[src/rtl/irq_ctrl_pkg.sv]
// Shared constants for the BAMSE interrupt controller: register offsets,
// FSM encoding and ID-register layout.
package irq_ctrl_pkg;

  localparam logic [7:0] OFS_PEND = 8'd0;
  localparam logic [7:0] OFS_MASK = 8'd1;
  localparam logic [7:0] OFS_ID   = 8'd2;

  // Bit of the ID register that reads 1 while a request is being serviced
  localparam int ID_ACTIVE_BIT = 7;

  typedef enum logic [1:0] {
    IDLE    = 2'd0,
    REQ     = 2'd1,
    SERVICE = 2'd2
  } irq_state_e;

  // Ones in the low n bits; marks which pend/mask bits physically exist
  function automatic logic [7:0] impl_bits(input int n);
    logic [7:0] m;
    m = '0;
    for (int i = 0; i < 8; i++) begin
      if (i < n) m[i] = 1'b1;
    end
    return m;
  endfunction

endpackage

[src/rtl/irq_prio_enc.sv]
// Lowest-set-bit encoder over 8 request bits; bit 0 has top priority.
module irq_prio_enc (
  input  logic [7:0] req,
  output logic       valid,
  output logic [2:0] idx
);

  // Scan from the top down so the lowest set bit is the last assignment
  always_comb begin
    valid = |req;
    idx   = 3'd0;
    for (int i = 7; i >= 0; i--) begin
      if (req[i]) idx = 3'(i);
    end
  end

endmodule

[src/rtl/irq_ctrl_bamse.sv]
// Interrupt controller between the BAMSE peripherals and the PicoBlaze
// interrupt pin: edge-latched pending bits, mask, priority select and a
// single-level interrupt/ack/EOI handshake, with PEND/MASK/ID on the port bus.
module irq_ctrl_bamse
  import irq_ctrl_pkg::*;
#(
  parameter logic [7:0] ADDR    = 8'h10,
  parameter int         NUM_IRQ = 8
) (
  input  logic               clk,
  input  logic               rst,
  input  logic [7:0]         address,
  input  logic [7:0]         data_in,
  output logic [7:0]         data_out,
  input  logic               ren,
  input  logic               wen,
  input  logic [NUM_IRQ-1:0] irq_in,
  output logic               interrupt,
  input  logic               interrupt_ack
);

  localparam logic [7:0] IMPL = impl_bits(NUM_IRQ);

  irq_state_e state, state_nxt;
  logic [7:0] pend, mask, irq_prev, irq_ext, rise;
  logic [7:0] ack_clr, w1c_clr;
  logic [2:0] id, id_nxt, win_idx;
  logic       win_vld, int_nxt;
  logic       sel_pend, sel_mask, sel_id, eoi, ack;

  // Widen the request lines to the 8-bit register width
  always_comb begin
    irq_ext = '0;
    irq_ext[NUM_IRQ-1:0] = irq_in;
  end

  assign rise     = irq_ext & ~irq_prev & IMPL;
  assign sel_pend = (address == ADDR + OFS_PEND);
  assign sel_mask = (address == ADDR + OFS_MASK);
  assign sel_id   = (address == ADDR + OFS_ID);
  assign eoi      = wen && sel_id && (state == SERVICE);
  assign ack      = interrupt_ack && (state == REQ);
  assign w1c_clr  = (wen && sel_pend) ? data_in : 8'h00;
  assign ack_clr  = ack ? (8'h01 << id) : 8'h00;

  irq_prio_enc u_prio (
    .req   (pend & mask),
    .valid (win_vld),
    .idx   (win_idx)
  );

  // Pending/mask/edge-history registers; a fresh rise beats any clear
  always_ff @(posedge clk) begin
    if (rst) begin
      pend     <= '0;
      mask     <= '0;
      irq_prev <= '0;
    end else begin
      irq_prev <= irq_ext & IMPL;
      pend     <= ((pend & ~w1c_clr & ~ack_clr) | rise) & IMPL;
      if (wen && sel_mask) mask <= data_in & IMPL;
    end
  end

  // Registered read port; drives zero when not selected so it can be OR-ed
  always_ff @(posedge clk) begin
    if (rst) begin
      data_out <= '0;
    end else if (ren && sel_pend) begin
      data_out <= pend;
    end else if (ren && sel_mask) begin
      data_out <= mask;
    end else if (ren && sel_id) begin
      data_out <= '0;
      data_out[ID_ACTIVE_BIT] <= (state == SERVICE);
      data_out[2:0] <= id;
    end else begin
      data_out <= '0;
    end
  end

  // FSM state, latched winner and CPU request line
  always_ff @(posedge clk) begin
    if (rst) begin
      state     <= IDLE;
      id        <= '0;
      interrupt <= 1'b0;
    end else begin
      state     <= state_nxt;
      id        <= id_nxt;
      interrupt <= int_nxt;
    end
  end

  // Handshake: the winner is only captured in IDLE, so later mask/pend
  // changes never retract a request already presented to the CPU
  always_comb begin
    state_nxt = state;
    id_nxt    = id;
    int_nxt   = interrupt;
    case (state)
      IDLE: begin
        if (win_vld) begin
          state_nxt = REQ;
          id_nxt    = win_idx;
          int_nxt   = 1'b1;
        end
      end
      REQ: begin
        if (ack) begin
          state_nxt = SERVICE;
          int_nxt   = 1'b0;
        end
      end
      SERVICE: begin
        int_nxt = 1'b0;
        if (eoi) state_nxt = IDLE;
      end
      default: begin
        state_nxt = IDLE;
        int_nxt   = 1'b0;
      end
    endcase
  end

endmodule

[config.mk]
export PLATFORM = sky130hd
export DESIGN_NAME = irq_ctrl_bamse
export DESIGN_NICKNAME = d
export VERILOG_FILES = /design/src/rtl/irq_ctrl_pkg.sv /design/src/rtl/irq_prio_enc.sv /design/src/rtl/irq_ctrl_bamse.sv
export SDC_FILE = /design/constraint.sdc
export NUM_CORES = 1
export LEC_CHECK = 0
export CORE_ASPECT_RATIO = 0.6
export CORE_MARGIN = 2
export CORE_UTILIZATION = 40
export CTS_CLUSTER_SIZE = 12
export DETAILED_ROUTE_END_ITERATION = 10
export GPL_TIMING_DRIVEN = 0
export MAX_ROUTING_LAYER = met4
export PLACE_DENSITY = 0.72
export RECOVER_POWER = 100
export SETUP_SLACK_MARGIN = 0.5
export SYNTH_ARGS = -nofsm -noshare
export SYNTH_HDL_FRONTEND = slang
export SYNTH_SLANG_ARGS = --single-unit
[constraint.sdc]
create_clock -name clk -period 3.2 [get_ports clk]
set_input_delay 0.64 -clock clk [delete_from_list [all_inputs] [get_ports clk]]
set_output_delay 0.64 -clock clk [all_outputs]
set_load 0.03 [all_outputs]
# Word-level counts from Yosys, hierarchy flattened
# Index checks and enable logic that the tools add are counted.
# word_totals
reg_bits,38
inputBits,29
out_inout_bits,9
elab_cells,57
# classes
n_eq_ne,8
shift,1
n_mux,20
n_bitwise,8
n_reduce_logical,13
# op_table
op,count
$mux 8,5
$and 8x8->8,4
$eq 8x5->1 const B,3
$mux 3,8
$not 8->8,3
$logic_and 1x1->1,8
$or 8x8->8,1
$reduce_or 8->1,1
$shl 1x3->8 const A,1
$mux 2,3
$pmux 2 s3,1
$ne 2x2->1 const B,2
$reduce_and 2->1,2
$reduce_and 3->1,1
$eq 2x1->1 const B,1
$eq 2x2->1 const B,1
$logic_not 2->1,1
$mux 1,2
$ne 2x1->1 const B,1
$pmux 1 s2,1

# Depth between registers and ports, before layout
# logic_depth
ltp_word,9
depth_mapped,5
ltp_nobuf,4

# Cells and area by module
# A second synthesis with hierarchy kept.
# unflattened
hier_cells,196
hier_area_um2,1771.7
# modules_own_cells
mod,instances,cells_each,area_per_inst_um2,seq_area_each_um2
irq_ctrl_bamse,1,183,1690.4,760.7
irq_prio_enc,1,13,81.3,0.0

# Worst setup path after synthesis
# Ideal clock, no wire load.
# synth_path
path_kind,input port to flip-flop
startpoint,input port address[3]
endpoint,register mask[0]
setup_ps,128
arrival_ps,1992
path_slack_ps,1080
cell_stages,4
n_path_buf,0
cell_sequence,or4b_4 > nor4_4 > mux2i_1 > nor2_1
# synth_via
elab_chain_len,2
# synth_rtl
item,line_no,text
from (decl),irq_ctrl_bamse.sv:12,"input logic [7:0] address,"
$eq 8x5->1,irq_ctrl_bamse.sv:39,assign sel_mask = (address == ADDR + OFS_MASK);
$logic_and 1x1->1,irq_ctrl_bamse.sv:61,if (wen && sel_mask) mask <= data_in & IMPL;
to (signal assigned),irq_ctrl_bamse.sv:61,
to (decl),irq_ctrl_bamse.sv:25,"logic [7:0] pend, mask, irq_prev, irq_ext, rise;"
# Every way passes these cells.
# A chain may end at the register's enable or synchronous reset.

# Final worst setup path
# layout_path
startpoint,input port address[3]
endpoint,register pend[0]
# layout_via
elab_chain_len,7
# layout_rtl
item,line_no,text
$eq 8x5->1,irq_ctrl_bamse.sv:38,assign sel_pend = (address == ADDR + OFS_PEND);
$logic_and 1x1->1,irq_ctrl_bamse.sv:43,assign w1c_clr = (wen && sel_pend) ? data_in : 8'h00;
$mux 8,irq_ctrl_bamse.sv:43,
$not 8->8,irq_ctrl_bamse.sv:60,pend <= ((pend & ~w1c_clr & ~ack_clr) | rise) & IMPL;
$and 8x8->8 (2 in series),irq_ctrl_bamse.sv:60,
$or 8x8->8,irq_ctrl_bamse.sv:60,
to (signal assigned),irq_ctrl_bamse.sv:60,
to (decl),irq_ctrl_bamse.sv:25,
# Every way passes these cells.

==> impl_metrics.toml <==
[floorplanning]
rows = 17
core_area_sq_um = 3790
die_w_microns = 86.3
dieArea_sq_um = 4600
ioPinCount = 38
die_h_microns = 53.4
initial_core_util_pct = 42.9

[layout]
syn_to_final_growth_pct = 31.1
nets = 244
n_fill_cell = 378
n_antenna_cell = 0
stdcell_area_sq_um = 2130
drive_gt1_share_pct = 5.09
stdcell_count = 263

[timing]
fmax_ghz = 0.378
fin_ws_ns = 0.554
post-route-period-util_pct = 82.7
finalMaxSlewViolations = 0
relSlewSlack_pct = 41.4
fin_worst_skew_ns = 0.00323
worst_pin_slew_ns = 0.872
rsz0062_at_grt = "false"
final-setup-viol-count = 0
hold_violations = 0
setup_tns_ns = 0
min_period_ns = 2.65

[synthesis]
ys_seq_area_share_pct = 46.8
synthMostInstantiatedCell = "dfxtp_1"
synth-edff-count = 0
yosysTopAreaCellShare_pct = 46.8
netlist_area_sq_um = 1620
syn_avg_cell_area_sq_um = 9.44
ys_types = 33
async_flop_share_pct = 0
ys_ff_latch = 38
synth_top_cells_by_count = "dfxtp_1, nor2_1, mux2i_1, nor2b_1, inv_1"
syn_nets = 201
syn_inst = 172
synth-warning-count = 0
synth_area_leaders = "dfxtp_1, mux2i_1, nor2b_1"
synthFlopType = "dfxtp_1"
synth_area_leader_cell = "dfxtp_1"

[drt]
drtAntennaViolNets = 0
wire_per_inst_microns = 15.3
top_layer = "met4"
drt_wl_total_microns = 4030
viasPerCell = 5.48
m1WireLength_microns = 2170
drt_iter0_drc = 85
dr_total_vias = 1440
wl_met3_microns = 367
drtPass1Iterations = 4
drcViolationCount = 0
wl_met2_microns = 1450

[clock_network]
hold_buffers = 0
post-cts-setup-buffers = 0
cts.path.max_buffers = 2
cts_resized = 0
cts_sinks = 38
root_buffer = "clkbuf_8"
clkLatencyLatePin_ns = 0.29
numCtsBuffers = 5
htreeDepth = 2
cts_tree = "yes"
clk_pin_slew_ns = 0.07

[global_route]
grt_overflow = 0
antenna_found_initial = 0
grt_pass1_vias = 1337
grt_max_degree = 12
grt_pass1_wl_microns = 6490
track_usage_pct = 19.6

[placement]
hpwl_microns = 3060
place_area_sq_um = 2040
gp_congestion = 0.854
place_ws_ns = 0.427
numPortBuffers = 36
place_inst = 255

[power]
max-vdd-ir-drop_mv = 0.306
power.total_w = 0.000921
pwr_density_cell_nw_per_um2 = 432
p_leak_nw = 0.835

[critical_path]
crit_path_end_kind = "flop"
r2r-start = "pend[3]"
worstPathRequired_ns = 3.39
worstSetupPathType = "in -> reg"
critPathLaunch = "address[3]"
arrival_ns = 2.83
crit_fanout = 10
start_kind = "primary input"

[run_status]
status = "complete, no violations"

[min_path]
holdCritStartpoint = "irq_prev[6]"
hold_path_class = "reg -> reg"

[job]
maxCapViolCount = 0
-- critical path, stage by stage --
cell	delay, ns
clkdlybuf4s50_1	0.39
or4b_1	0.61
nor3_1	0.34
clkbuf_1	0.46
nand3_1	0.14
a41o_1	0.24
-- kinds of logic (layout without fill, tap and decap cells) --
| group | count (synthesis) | in the layout | share of synthesized area, % |
|---|---|---|---|
| buffers and inverters | 17 | 61 | 4.62 |
| AND/OR/NAND/NOR | 62 | 62 | 21.5 |
| flip-flops | 38 | 38 | 46.8 |
| AO/OA/AOI/OAI | 43 | 43 | 19.6 |
| multiplexers | 12 | 12 | 7.40 |
-- area by class of cell --
cell class	instances	area, sq um	share of cell area (%)
Clock buffer	7	86.3	4.05
Timing Repair Buffer	36	360	16.9
Tap cell	47	58.8	2.76
Buffer	6	32.5	1.53
Inverter	11	41.3	1.94
Clock inverter	1	5.00	0.235
Multi-Input combinational cell	117	785	36.8
Sequential cell	38	761	35.7
-- worst paths after layout --
kind              endpoint  slack, ns  cells after the start
hold reg to reg    pend[6]       0.45                      2
setup reg to reg     id[0]       1.79                      4
setup / recovery   pend[0]       0.55                      6
hold / removal     pend[6]       0.45                      2
-- through the flow --
step	util (%)	hold slack, ns
4_1_cts	56.4	0.456
3_5_place_dp	54.0	0.437
3_3_place_gp	54.0	0.434
5_1_grt	56.2	0.486
6_report	56.2	0.454
2_1_floorplan	-	0.429
-- registers in the layout (all words and copies together) (netlist names) --
name	count
interrupt	1
data_out	8
state	2
mask	8
irq_prev	8
id	3
pend	8
-- per-layer routing --
layer	up-vias	global-route usage (%)
met5	-	-
met4	0	7.55
met3	5	6.71
met2	55	25.2
met1	660	27.8
li1	720	-
-- placed cells by master (no fill, tap or decap) --
cell	count
or2_2	1
clkbuf_1	6
nor3_1	2
nor2_1	18
o211ai_1	1
clkdlybuf4s50_1	26
nand3b_1	1
dlygate4sd3_1	10
a41o_1	3
clkbuf_8	7
nand2b_1	2
a31o_2	1
o311ai_0	4
a31oi_1	6
nor2b_1	12
nand4_1	2
and4b_1	4
a32o_1	2
dfxtp_1	38
inv_1	11
clkinv_2	1
nor4_4	1
a211o_1	1
mux2i_1	12
a2111oi_0	5
a21oi_1	5
a22oi_1	4
o21ai_0	4
nand3_1	8
nand2_1	9
a21o_1	5
nand4b_1	1
or4b_1	1
a211oi_1	2
-- where the power goes --
part	internal, W	switching (W)	total (W)
registers	0.000489	0.0000132	0.000502
clock network	0.000174	0.000160	0.000334
logic	0.0000502	0.0000350	0.0000852
total	0.000712	0.000208	0.000921
No activity file was read; power rests on OpenSTA's default activity.
